`src/rtl/spi_voice_ctrl.sv`:
```
// SPI mode-0 slave register file driving per-voice NCO divider, phase offset,
// phase-apply and LFO-mode controls. SPI pins are oversampled in sys_clk.
module spi_voice_ctrl #(
    parameter int unsigned NUM_VOICES    = 4,
    parameter int unsigned NCO_ADDR_BITS = 8
) (
    input  logic                                  sys_clk,
    input  logic                                  sys_rst,
    input  logic                                  spi_sck,
    input  logic                                  spi_cs_n,
    input  logic                                  spi_mosi,
    output logic                                  spi_miso,
    output logic [16*NUM_VOICES-1:0]              nco_divider,
    output logic [NCO_ADDR_BITS*NUM_VOICES-1:0]   phase_advance,
    output logic [NUM_VOICES-1:0]                 apply_phase_advance,
    output logic [NUM_VOICES-1:0]                 nco_lfo,
    output logic                                  frame_err
);

    localparam int unsigned CNT_W      = 5;
    localparam int unsigned CMD_BITS   = 8;
    localparam int unsigned FRAME_BITS = 24;
    localparam int unsigned DATA_W     = 16;

    typedef enum logic [1:0] {
        S_IDLE,
        S_CMD,
        S_DATA,
        S_DONE
    } state_t;

    state_t                     r_state;
    state_t                     w_state_nxt;

    logic [1:0]                 r_sck_s;
    logic [1:0]                 r_cs_s;
    logic [1:0]                 r_mosi_s;
    logic                       r_sck_h;
    logic                       r_cs_h;

    logic [CNT_W-1:0]           r_bit_cnt;
    logic [14:0]                r_shift;
    logic                       r_rw;
    logic [6:0]                 r_addr;
    logic [DATA_W-1:0]          r_miso_sr;
    logic                       r_miso_loaded;
    logic                       r_miso;
    logic                       r_frame_err;

    logic [DATA_W-1:0]          r_div   [NUM_VOICES];
    logic [NCO_ADDR_BITS-1:0]   r_phase [NUM_VOICES];
    logic [NUM_VOICES-1:0]      r_apply;
    logic [NUM_VOICES-1:0]      r_lfo;

    logic                       w_sck_rise;
    logic                       w_sck_fall;
    logic                       w_cs_fall;
    logic                       w_cs_rise;
    logic                       w_mosi;
    logic                       w_in_frame;
    logic                       w_cmd_done;
    logic                       w_frame_done;
    logic [DATA_W-1:0]          w_data;
    logic [DATA_W-1:0]          w_rd_data;

    // CS flops reset to "low" so a CS held low through reset cannot look like a fall
    always_ff @(posedge sys_clk) begin
        if (sys_rst) begin
            r_sck_s  <= '0;
            r_cs_s   <= '0;
            r_mosi_s <= '0;
            r_sck_h  <= 1'b0;
            r_cs_h   <= 1'b0;
        end else begin
            r_sck_s  <= {r_sck_s[0], spi_sck};
            r_cs_s   <= {r_cs_s[0], spi_cs_n};
            r_mosi_s <= {r_mosi_s[0], spi_mosi};
            r_sck_h  <= r_sck_s[1];
            r_cs_h   <= r_cs_s[1];
        end
    end

    assign w_sck_rise = r_sck_s[1] & ~r_sck_h;
    assign w_sck_fall = ~r_sck_s[1] & r_sck_h;
    assign w_cs_fall  = ~r_cs_s[1] & r_cs_h;
    assign w_cs_rise  = r_cs_s[1] & ~r_cs_h;
    assign w_mosi     = r_mosi_s[1];
    assign w_data     = {r_shift, w_mosi};

    always_ff @(posedge sys_clk) begin
        if (sys_rst) r_state <= S_IDLE;
        else         r_state <= w_state_nxt;
    end

    // Frame sequencing; CS rise always wins over a coincident SCK edge
    always_comb begin
        w_state_nxt  = r_state;
        w_in_frame   = 1'b0;
        w_cmd_done   = 1'b0;
        w_frame_done = 1'b0;
        case (r_state)
            S_IDLE: if (w_cs_fall) w_state_nxt = S_CMD;
            S_CMD: begin
                w_in_frame = 1'b1;
                if (w_cs_rise) begin
                    w_state_nxt = S_IDLE;
                end else if (w_sck_rise && r_bit_cnt == CNT_W'(CMD_BITS - 1)) begin
                    w_cmd_done  = 1'b1;
                    w_state_nxt = S_DATA;
                end
            end
            S_DATA: begin
                w_in_frame = 1'b1;
                if (w_cs_rise) begin
                    w_state_nxt = S_IDLE;
                end else if (w_sck_rise && r_bit_cnt == CNT_W'(FRAME_BITS - 1)) begin
                    w_frame_done = 1'b1;
                    w_state_nxt  = S_DONE;
                end
            end
            S_DONE: if (w_cs_rise) w_state_nxt = S_IDLE;
            default: w_state_nxt = S_IDLE;
        endcase
    end

    always_comb begin
        w_rd_data = '0;
        for (int v = 0; v < NUM_VOICES; v++) begin
            if (r_addr[6:2] == 5'(v)) begin
                case (r_addr[1:0])
                    2'd0:    w_rd_data = r_div[v];
                    2'd1:    w_rd_data = DATA_W'(r_phase[v]);
                    2'd2:    w_rd_data = {14'd0, r_apply[v], r_lfo[v]};
                    default: w_rd_data = '0;
                endcase
            end
        end
    end

    always_ff @(posedge sys_clk) begin
        if (sys_rst) begin
            r_bit_cnt     <= '0;
            r_shift       <= '0;
            r_rw          <= 1'b0;
            r_addr        <= '0;
            r_miso_sr     <= '0;
            r_miso_loaded <= 1'b0;
            r_miso        <= 1'b0;
            r_frame_err   <= 1'b0;
            r_apply       <= '0;
            r_lfo         <= '0;
            for (int v = 0; v < NUM_VOICES; v++) begin
                r_div[v]   <= 16'hFFFF;
                r_phase[v] <= '0;
            end
        end else begin
            r_frame_err <= w_in_frame & w_cs_rise;

            if (r_state == S_IDLE && w_cs_fall) begin
                r_bit_cnt     <= '0;
                r_miso_loaded <= 1'b0;
            end

            if (w_in_frame && w_sck_rise && !w_cs_rise) begin
                r_shift   <= {r_shift[13:0], w_mosi};
                r_bit_cnt <= CNT_W'(r_bit_cnt + CNT_W'(1));
            end

            if (w_cmd_done) begin
                r_rw   <= r_shift[6];
                r_addr <= {r_shift[5:0], w_mosi};
            end

            // Read word is captured on the first falling SCK of the data phase
            if (w_state_nxt != S_DATA) begin
                r_miso <= 1'b0;
            end else if (r_state == S_DATA && w_sck_fall && r_rw) begin
                if (!r_miso_loaded) begin
                    r_miso_sr     <= w_rd_data;
                    r_miso        <= w_rd_data[DATA_W-1];
                    r_miso_loaded <= 1'b1;
                end else begin
                    r_miso_sr <= {r_miso_sr[DATA_W-2:0], 1'b0};
                    r_miso    <= r_miso_sr[DATA_W-2];
                end
            end

            if (w_frame_done && !r_rw) begin
                for (int v = 0; v < NUM_VOICES; v++) begin
                    if (r_addr[6:2] == 5'(v)) begin
                        case (r_addr[1:0])
                            2'd0: r_div[v]   <= w_data;
                            2'd1: r_phase[v] <= w_data[NCO_ADDR_BITS-1:0];
                            2'd2: begin
                                r_lfo[v]   <= w_data[0];
                                r_apply[v] <= w_data[1];
                            end
                            default: ;
                        endcase
                    end
                end
            end
        end
    end

    for (genvar v = 0; v < NUM_VOICES; v++) begin : g_out
        assign nco_divider[16*v +: 16]                      = r_div[v];
        assign phase_advance[NCO_ADDR_BITS*v +: NCO_ADDR_BITS] = r_phase[v];
    end

    assign apply_phase_advance = r_apply;
    assign nco_lfo             = r_lfo;
    assign spi_miso            = r_miso;
    assign frame_err           = r_frame_err;

endmodule

```
`config.mk`:
```
export PLATFORM = sky130hd
export DESIGN_NAME = spi_voice_ctrl
export DESIGN_NICKNAME = d
export VERILOG_FILES = /design/src/rtl/spi_voice_ctrl.sv
export SDC_FILE = /design/constraint.sdc
export NUM_CORES = 1
export LEC_CHECK = 0
export CAP_MARGIN = 25
export CORE_MARGIN = 10
export CORE_UTILIZATION = 54
export CTS_CLUSTER_SIZE = 40
export DETAILED_ROUTE_END_ITERATION = 8
export PLACE_DENSITY_LB_ADDON = 0.3
export SLEW_MARGIN = 20
export SYNTH_ARGS = -nofsm -noshare
export SYNTH_HDL_FRONTEND = slang
export SYNTH_SLANG_ARGS = --single-unit
```
`constraint.sdc`:
```
create_clock -name sys_clk -period 4.4 [get_ports sys_clk]
set_input_delay 0.88 -clock sys_clk [delete_from_list [all_inputs] [get_ports sys_clk]]
set_output_delay 0.88 -clock sys_clk [all_outputs]
set_load 0.02 [all_outputs]
```
==> summary.txt <==
status = completed
GP Congestion = 0.907
Die H = 137 um
layout cells sized above 1 = 0.0971
Final nets = 781
Clock Latency Late Sink = 430 ps
Initial DRC Count = 874
average wire per standard cell = 23.5 um
ranking of synthesized cells by area = edfxtp_1, dfxtp_1, mux2i_1
Post-CTS Setup Bufs = 0
CTS clk-pin slew, worst paths = 60 ps
die area = 0.0189 mm^2
final setup fails = 0
Design Power = 3.17 mW
fmax = 282 MHz
Clock Tree Root = clkbuf_16
Worst R2R Path Depth = 7
crit path time final = 3540 ps
Synth cell types = 56
grt ovf = 0
post-synthesis cell count = 677
io pins = 111
hold path cells = 1
Crit. End Element = flop
dpl cell area = 0.00869 mm^2
cts bufs inserted = 17
DPL Wire Length = 15400 um
Detailed Routing Iterations Pass 1 = 5
Async SR Flop Fraction = 0
Seq/Total Area, Yosys = 0.560
Initial Util = 0.557
post_cts resized = 0
Tcrit/Tclk final = 0.805
syn nets = 688
CP Max Fanout = 12
Final Non-Filler Cells = 959
Final ANT Viol Nets = 0
row count = 42
Post-CTS Hold Buffers = 0
Slew headroom = 0.349
Tightest Pin Transition = 975 ps
number of max-cap violations = 0
cell area after layout = 0.00929 mm^2
first-pass GRT wire length = 35000 um
placed insts = 926
H-tree levels = 4
Worst EP required = 4530 ps
Synth area leader = edfxtp_1
setup TNS = 0 ps
power per standard cell area = 341 mW/mm^2
critical path class = flop to flop
synthesized area per cell = 11.0 um^2
# port buffers = 110
largest net degree at the start of global routing = 66
Residual DRC = 0
Yosys top cell area share = 0.387
clk_skew = 13.0 ps
Clock Path Buffers = 2
count leader, synth = edfxtp_1
vias in the first global route = 6204
final WL = 22600 um
n_diodes = 0
initial antenna violation count = 0
Worst Path Arrival = 3670 ps
RSZ-0062 raised after global routing = false
Via-to-Cell Ratio = 6.40
Hold WC Path Type = flop to flop
Area growth syn-to-layout = 24.8%
# clock sinks = 160
GRT Util Overall = 0.242
Core Box Area = 0.0133 mm^2
#FFs+latches synth = 160
Lkg Pwr = 2.91 nW
CTS tree = done
Post-synth EDFFs = 96
Max Slew Vio Count = 0
synth warn = 0
Final Hold Vio Count = 0
Fillers = 1007
Peak VDD IR = 0.000280 V
CP startpoint kind = flop
Die X = 137 um
post-layout util = 0.696
Synth top cells by count = edfxtp_1, dfxtp_1, nand2b_1, mux2i_1, clkbuf_1
Primary FF master, synth = edfxtp_1
synthesized cell area = 0.00744 mm^2
Vias = 6136
worst max-delay path: stages, from the launching register on:
cell     delay [ps]
dfxtp_1         340
inv_1           140
ha_1            280
nand4_1         130
or4b_1          670
or2_1           550
o41ai_2         810
buf_4           320
metal layers:
| metal | part of all wire | up-vias | global-route usage |
|---|---|---|---|
| met1 | 0.37 | 2959 | 0.296 |
| met2 | 0.49 | 411 | 0.397 |
| li1 | - | 2700 | - |
| met5 | 0 | - | 0 |
| met3 | 0.11 | 66 | 0.0757 |
| met4 | 0.029 | 0 | 0.0837 |
power breakdown:
| part | total, mW | switching [mW] | internal [mW] |
|---|---|---|---|
| Clock | 1.46 | 0.625 | 0.836 |
| Combinational | 0.100 | 0.0661 | 0.0343 |
| Sequential | 1.61 | 0.0118 | 1.60 |
| Total | 3.17 | 0.703 | 2.47 |
metrics by stage:
stage / hold WS (ps) / setup slack [ps]
global placement: 435 / 1070
CTS: 452 / 890
finish: 452 / 856
floorplan: 414 / 377
detailed placement: 438 / 941
global route: 459 / 712
kinds of logic after synthesis:
family / count (synthesis) / synth area share
muxes: 48 / 0.0652
AOI/OAI and AO/OA: 143 / 0.129
DFF: 160 / 0.560
adders and majority gates: 6 / 0.0101
buffers and inverters: 69 / 0.0382
and+or+nand+nor: 251 / 0.198
flip-flops by register name, summed over array words and instances (netlist names):
signal               flops
r_phase                 32
r_addr                   7
r_mosi_s                 2
r_sck_h                  1
r_shift                 15
r_bit_cnt                5
r_cs_h                   1
r_cs_s                   2
r_sck_s                  2
apply_phase_advance      4
r_rw                     1
nco_lfo                  4
frame_err                1
spi_miso                 1
r_miso_sr               15
r_state                  2
r_div                   64
r_miso_loaded            1
area by class of cell:
cell class / instances / area (um^2) / area share
sequential: 160 / 4170 / 0.449
multi-input combinational: 448 / 3020 / 0.325
timing repair buffer: 129 / 1240 / 0.133
clock buffer: 20 / 467 / 0.0503
tap: 176 / 220 / 0.0237
clock inverter: 12 / 124 / 0.0133
inverter: 14 / 52.6 / 0.00566
final timing paths:
check	slack, ps	to	startpoint
hold reg to reg	450	r_cs_s[1]	r_cs_s[0]
setup / recovery	860	r_div[0][13]	r_state[0]
setup reg to reg	860	r_div[0][13]	r_state[0]
hold / removal	450	r_cs_s[1]	r_cs_s[0]
layout by cell type, fill, tap and decap left out, drive strengths merged, types with 8 or more instances in the layout:
cell type and n:
nor2 29, nand4 9, or3 19, inv 17, a211oi 19, a31oi 17
o21ai 14, nor3 10, nor2b 12, o31ai 12, nor4 8, dfxtp 64
clkdlybuf4s50 109, a21oi 36, nand2b 52, nand3 21, mux2i 44, clkbuf 20
o22ai 12, nand2 39, and2 34, edfxtp 96, buf 20
No activity file was read; power rests on OpenSTA's default activity.
